## src/rtl/demux_pkg.sv

```systemverilog
// Shared types for the 1-to-4 stream demultiplexer.
// Port select type, output count and holding-register state encoding.
package demux_pkg;

    localparam int NUM_OUT = 4;

    typedef logic [1:0] port_sel_t;

    typedef enum logic {
        EMPTY = 1'b0,
        FULL  = 1'b1
    } demux_state_t;

    function automatic logic [NUM_OUT-1:0] sel_onehot(input port_sel_t sel);
        logic [NUM_OUT-1:0] v;
        v = '0;
        v[sel] = 1'b1;
        return v;
    endfunction

endpackage

```

## src/rtl/sat_cnt_v1.sv

```systemverilog
// Saturating up-counter with enable; sticks at all-ones, never wraps.
// Ports: clk, rst_n (async active-low), en_i (count), cnt_o (value).
module sat_cnt_v1 #(
    parameter int W = 16
) (
    input  logic         clk,
    input  logic         rst_n,
    input  logic         en_i,
    output logic [W-1:0] cnt_o
);

    logic [W-1:0] cnt_q;
    logic [W-1:0] cnt_d;

    always_comb begin
        cnt_d = cnt_q;
        if (en_i && (cnt_q != {W{1'b1}})) begin
            cnt_d = cnt_q + W'(1);
        end
    end

    always_ff @(posedge clk or negedge rst_n) begin
        if (!rst_n) begin
            cnt_q <= '0;
        end else begin
            cnt_q <= cnt_d;
        end
    end

    assign cnt_o = cnt_q;

endmodule

```

## src/rtl/demux4_stream_v1.sv

```systemverilog
// Registered 1-to-4 valid/ready stream demux, single-entry buffer.
// Ports: clk, rst_n, in_valid/in_ready/in_data/in_sel (upstream),
// out_valid/out_ready/out_data (four consumers), busy (buffer full),
// cnt_out (per-port saturating transfer counters, only with DEMUX_CNT_EN).
module demux4_stream_v1
    import demux_pkg::*;
#(
    parameter int width     = 32,
    parameter int cnt_width = 16
) (
    input  logic                   clk,
    input  logic                   rst_n,
    input  logic                   in_valid,
    output logic                   in_ready,
    input  logic [width-1:0]       in_data,
    input  logic [1:0]             in_sel,
    output logic [NUM_OUT-1:0]     out_valid,
    input  logic [NUM_OUT-1:0]     out_ready,
    output logic [width-1:0]       out_data,
    output logic                   busy
`ifdef DEMUX_CNT_EN
    ,
    output logic [4*cnt_width-1:0] cnt_out
`endif
);

    demux_state_t state_q, state_d;
    logic [width-1:0] data_q, data_d;
    port_sel_t        sel_q, sel_d;

    logic in_xfer;
    logic out_xfer;

    // in_ready in FULL follows the selected consumer combinationally,
    // which is what allows back-to-back beats.
    always_comb begin
        in_ready = 1'b0;
        unique case (state_q)
            EMPTY:   in_ready = rst_n;
            FULL:    in_ready = rst_n & out_ready[sel_q];
            default: in_ready = 1'b0;
        endcase
    end

    assign out_valid = (state_q == FULL) ? sel_onehot(sel_q) : '0;
    assign out_data  = data_q;
    assign busy      = (state_q == FULL);

    assign in_xfer  = in_valid & in_ready;
    assign out_xfer = |(out_valid & out_ready);

    always_comb begin
        state_d = state_q;
        data_d  = data_q;
        sel_d   = sel_q;
        unique case (state_q)
            EMPTY: begin
                if (in_xfer) begin
                    state_d = FULL;
                    data_d  = in_data;
                    sel_d   = in_sel;
                end
            end
            FULL: begin
                if (out_xfer) begin
                    if (in_xfer) begin
                        data_d = in_data;
                        sel_d  = in_sel;
                    end else begin
                        state_d = EMPTY;
                    end
                end
            end
            default: state_d = EMPTY;
        endcase
    end

    always_ff @(posedge clk or negedge rst_n) begin
        if (!rst_n) begin
            state_q <= EMPTY;
            data_q  <= '0;
            sel_q   <= '0;
        end else begin
            state_q <= state_d;
            data_q  <= data_d;
            sel_q   <= sel_d;
        end
    end

`ifdef DEMUX_CNT_EN
    for (genvar k = 0; k < NUM_OUT; k++) begin : g_cnt
        sat_cnt_v1 #(
            .W(cnt_width)
        ) u_cnt (
            .clk  (clk),
            .rst_n(rst_n),
            .en_i (out_valid[k] & out_ready[k]),
            .cnt_o(cnt_out[k*cnt_width +: cnt_width])
        );
    end
`else
    logic unused_cnt_w;
    assign unused_cnt_w = (cnt_width > 0);
`endif

endmodule

```

## config.mk

```make
export PLATFORM = sky130hd
export DESIGN_NAME = demux4_stream_v1
export DESIGN_NICKNAME = d
export VERILOG_FILES = /design/src/rtl/demux_pkg.sv /design/src/rtl/sat_cnt_v1.sv /design/src/rtl/demux4_stream_v1.sv
export SDC_FILE = /design/constraint.sdc
export NUM_CORES = 1
export LEC_CHECK = 0
export CAP_MARGIN = 20
export CORE_ASPECT_RATIO = 1.2
export CORE_UTILIZATION = 58
export DETAILED_ROUTE_END_ITERATION = 8
export DONT_BUFFER_PORTS = 1
export GPL_TIMING_DRIVEN = 0
export PLACE_DENSITY = 0.86
export SLEW_MARGIN = 15
export SYNTH_ARGS = -nofsm -noshare
export SYNTH_HDL_FRONTEND = slang
export SYNTH_SLANG_ARGS = --single-unit
```

## constraint.sdc

```tcl
create_clock -name clk -period 2.5 [get_ports clk]
set_input_delay 0.25 -clock clk [delete_from_list [all_inputs] [get_ports clk]]
set_output_delay 0.25 -clock clk [all_outputs]
set_load 0.005 [all_outputs]
```

==> summary.md <==
| Metric | Value |
|---|---|
| DRC errors left | `0` |
| Power density over the cells | `950 mW/mm^2` |
| Async SR Flop Fraction | `100%` |
| Final #Nets | `137` |
| Leakage | `0.656 nW` |
| Most frequent cell after synthesis | `dfrtp_1` |
| Initial Util | `61.3%` |
| # rows | `19` |
| List of most frequent post-synthesis cells | `dfrtp_1, mux2_2, and2_1, buf_6` |
| Top cell type by total area after synthesis | `dfrtp_1` |
| Status | `finished, final reports clean` |
| Fin. max-slew vios | `0` |
| Place WS | `631 ps` |
| Clock buffer count from CTS | `5` |
| Worst-Margin Slew | `406 ps` |
| Switching power | `422 uW` |
| Die H | `56.1 um` |
| Hpwl dp | `1740 um` |
| IO Port Bufs | `0` |
| Later-pin clock latency in the skew report | `320 ps` |
| CP arrival | `2040 ps` |
| Worst endpoint required time | `2710 ps` |
| Syn Std Cell Area | `0.00141 mm^2` |
| Register area share after synthesis | `62.0%` |
| Crit path buf inv count | `1` |
| Routed len/inst | `19.1 um` |
| Root Buffer | `clkbuf_4` |
| Unrepaired setup endpoints after global routing | `no` |
| Final period util | `73.4%` |
| Routed WL | `2450 um` |
| Clock power frac | `18.7%` |
| Maximum VDD drop | `0.000668 V` |
| Via count | `736` |
| Max clock buf depth | `2` |
| CP Capture Type | `flip-flop` |
| Top cell type's share of synthesized area | `62.0%` |
| P_int | `1.03 mW` |
| CTS tree | `done` |
| Worst min path class | `in -> reg` |
| Vias in the first global route | `792` |
| Floorplan core area | `0.00231 mm^2` |
| Cell variety after synth | `14` |
| Yosys warnings | `0` |
| Ys flop type | `dfrtp_1` |
| Net Count, Synth | `128` |
| Combinational share of power | `20.3%` |
| Vias per cell | `5.75` |
| Worst-path fanout max | `10` |
| Final worst slack | `664 ps` |
| Largest net degree at the start of global routing | `36` |
| CP Class | `reg -> reg` |
| Clock sinks | `35` |
| Initial antenna violation count | `0` |
| Post-CTS sizing | `0` |
| Gpl congestion | `0.589` |
| Clk slew on worst S/H paths | `90 ps` |
| Synth area leaders | `dfrtp_1, mux2_2, buf_6` |
| Width of the chip | `47.1 um` |
| Maxcap violations | `0` |
| Layout cells sized above 1 | `44.3%` |
| Antenna Violating Nets Remaining | `0` |
| Area growth, synth to finish | `8.41%` |
| Switching share of total power | `29.0%` |
| IO Pins | `79` |
| Critical path launch point type | `flip-flop` |
| Worst slew margin | `72.1%` |
| Critical path's slowest cell | `a221oi_4` |
| Pre-Repair DR Iteration Count | `4` |
| CP max stage delay | `490 ps` |
| Fin crit period | `1840 ps` |
| CP top delay family | `multiplexers` |
| Final Hold Viols | `0` |
| ANT cells | `0` |
| Syn Area/Cell | `16.2 um^2` |
| 1st-iter DRT viols | `12` |
| First-pass GRT wire length | `3790 um` |
| Yosys reg bits | `35` |
| Total die area | `0.00264 mm^2` |
| Sequential power share | `61.0%` |
| Clk_skew | `5.16 ps` |
| EDFF count, synth | `0` |
| GR Util All Layers | `21.4%` |
| Gr ovfl total | `0` |
| Setup TNS | `0 ps` |
| Final setup fails | `0` |
| Syn Inst Count | `87` |
| Crit-path cells | `mux2i_1 > a221oi_4 > buf_6 > mux2_2` |
| FMAX | `545 MHz` |
| Htree depth | `2` |
layout make-up:
class | instances | area [um^2]
Tap cell | 31 | 38.8
Fill cell | 183 | 774
Clock buffer | 7 | 45.0
Multi-Input combinational cell | 49 | 503
Timing Repair Buffer | 2 | 30.0
Sequential cell | 35 | 876
Buffer | 3 | 33.8
Clock inverter | 1 | 5.00
metrics by stage:
step | power (mW) | util, % | hold slack (ps) | area, um^2 | std cells
6_report | 1.46 | 66.4 | 67.0 | 1530 | 128
3_5_place_dp | 1.18 | 62.9 | -44.9 | 1450 | 118
3_3_place_gp | 1.15 | 62.9 | -44.8 | 1450 | 118
4_1_cts | 1.47 | 66.4 | 51.6 | 1530 | 128
2_1_floorplan | 1.10 | - | -45.6 | 1410 | 87
5_1_grt | 1.55 | 66.4 | 40.3 | 1530 | 128
cells in the final DEF, fill, tap and decap left out:
| master | n |
|---|---|
| a21boi_0 | 1 |
| mux2_2 | 32 |
| a21oi_1 | 1 |
| nand2_1 | 2 |
| dfrtp_1 | 35 |
| clkinv_2 | 1 |
| buf_12 | 1 |
| a22oi_1 | 1 |
| mux2i_1 | 2 |
| clkbuf_1 | 2 |
| mux2_1 | 2 |
| a221oi_4 | 1 |
| clkbuf_4 | 5 |
| buf_6 | 3 |
| and2b_1 | 2 |
| dlygate4sd3_1 | 1 |
| and3_1 | 1 |
| nor2b_1 | 1 |
| and2_1 | 3 |
repair_timing:
| item | in CTS | in global routing |
|---|---|---|
| setup buffers | 0 | 0 |
| endpoints found under the setup margin | 0 | 0 |
| hold buffers | 2 | 0 |
| endpoints found under the hold margin | 35 | 0 |
power groups by stage:
stage	Combinational [mW]	Clock [mW]	Sequential, mW
final	0.295	0.272	0.888
after global routing	0.325	0.312	0.912
after CTS	0.298	0.286	0.889
after floorplan	0.247	0	0.857
after detailed placement	0.284	0	0.900
after global placement	0.262	0	0.889
worst paths after layout:
kind,from,end,slack (ps),cells after the start
worst max-delay path,sel_q[0]$_DFFE_PN0P_,out_data[8]$_DFFE_PN0P_,660,4
worst min-delay path,in_data[22],out_data[22]$_DFFE_PN0P_,70,1
worst max register to register,sel_q[0]$_DFFE_PN0P_,out_data[8]$_DFFE_PN0P_,660,4
worst min register to register,out_data[22]$_DFFE_PN0P_,out_data[22]$_DFFE_PN0P_,540,1
max in group asynchronous,rst_n,sel_q[0]$_DFFE_PN0P_,1970,2
min in group asynchronous,rst_n,out_data[27]$_DFFE_PN0P_,360,2
cells by family (layout without fill, tap and decap cells):
kind of cell,count (synthesis),after routing,synth area share [%]
muxes,36,36,28.5
DFF,35,35,62.0
and+or+nand+nor,9,9,3.81
AOI/OAI and AO/OA,4,4,3.28
buffers and inverters,3,13,2.39
routing by layer:
layer | vias to the layer above | part of all wire, % | track usage, %
met3 | 5 | 12 | 11.0
met1 | 363 | 33 | 21.3
li1 | 322 | - | -
met4 | 0 | 1.6 | 9.80
met5 | - | 0 | 0
met2 | 46 | 54 | 35.1
worst reg2reg max path, delay by kind of cell, from the launching register on:
family          cells  cell delay, ps
compound gates      1             490
buf+inv             1             220
flops               1             450
mux                 2             570
sequential cells by signal, indices dropped and copies added, names as in the netlist:
name / cells
out_data: 32
sel_q: 2
busy: 1
(Power assumes the default switching activity.)
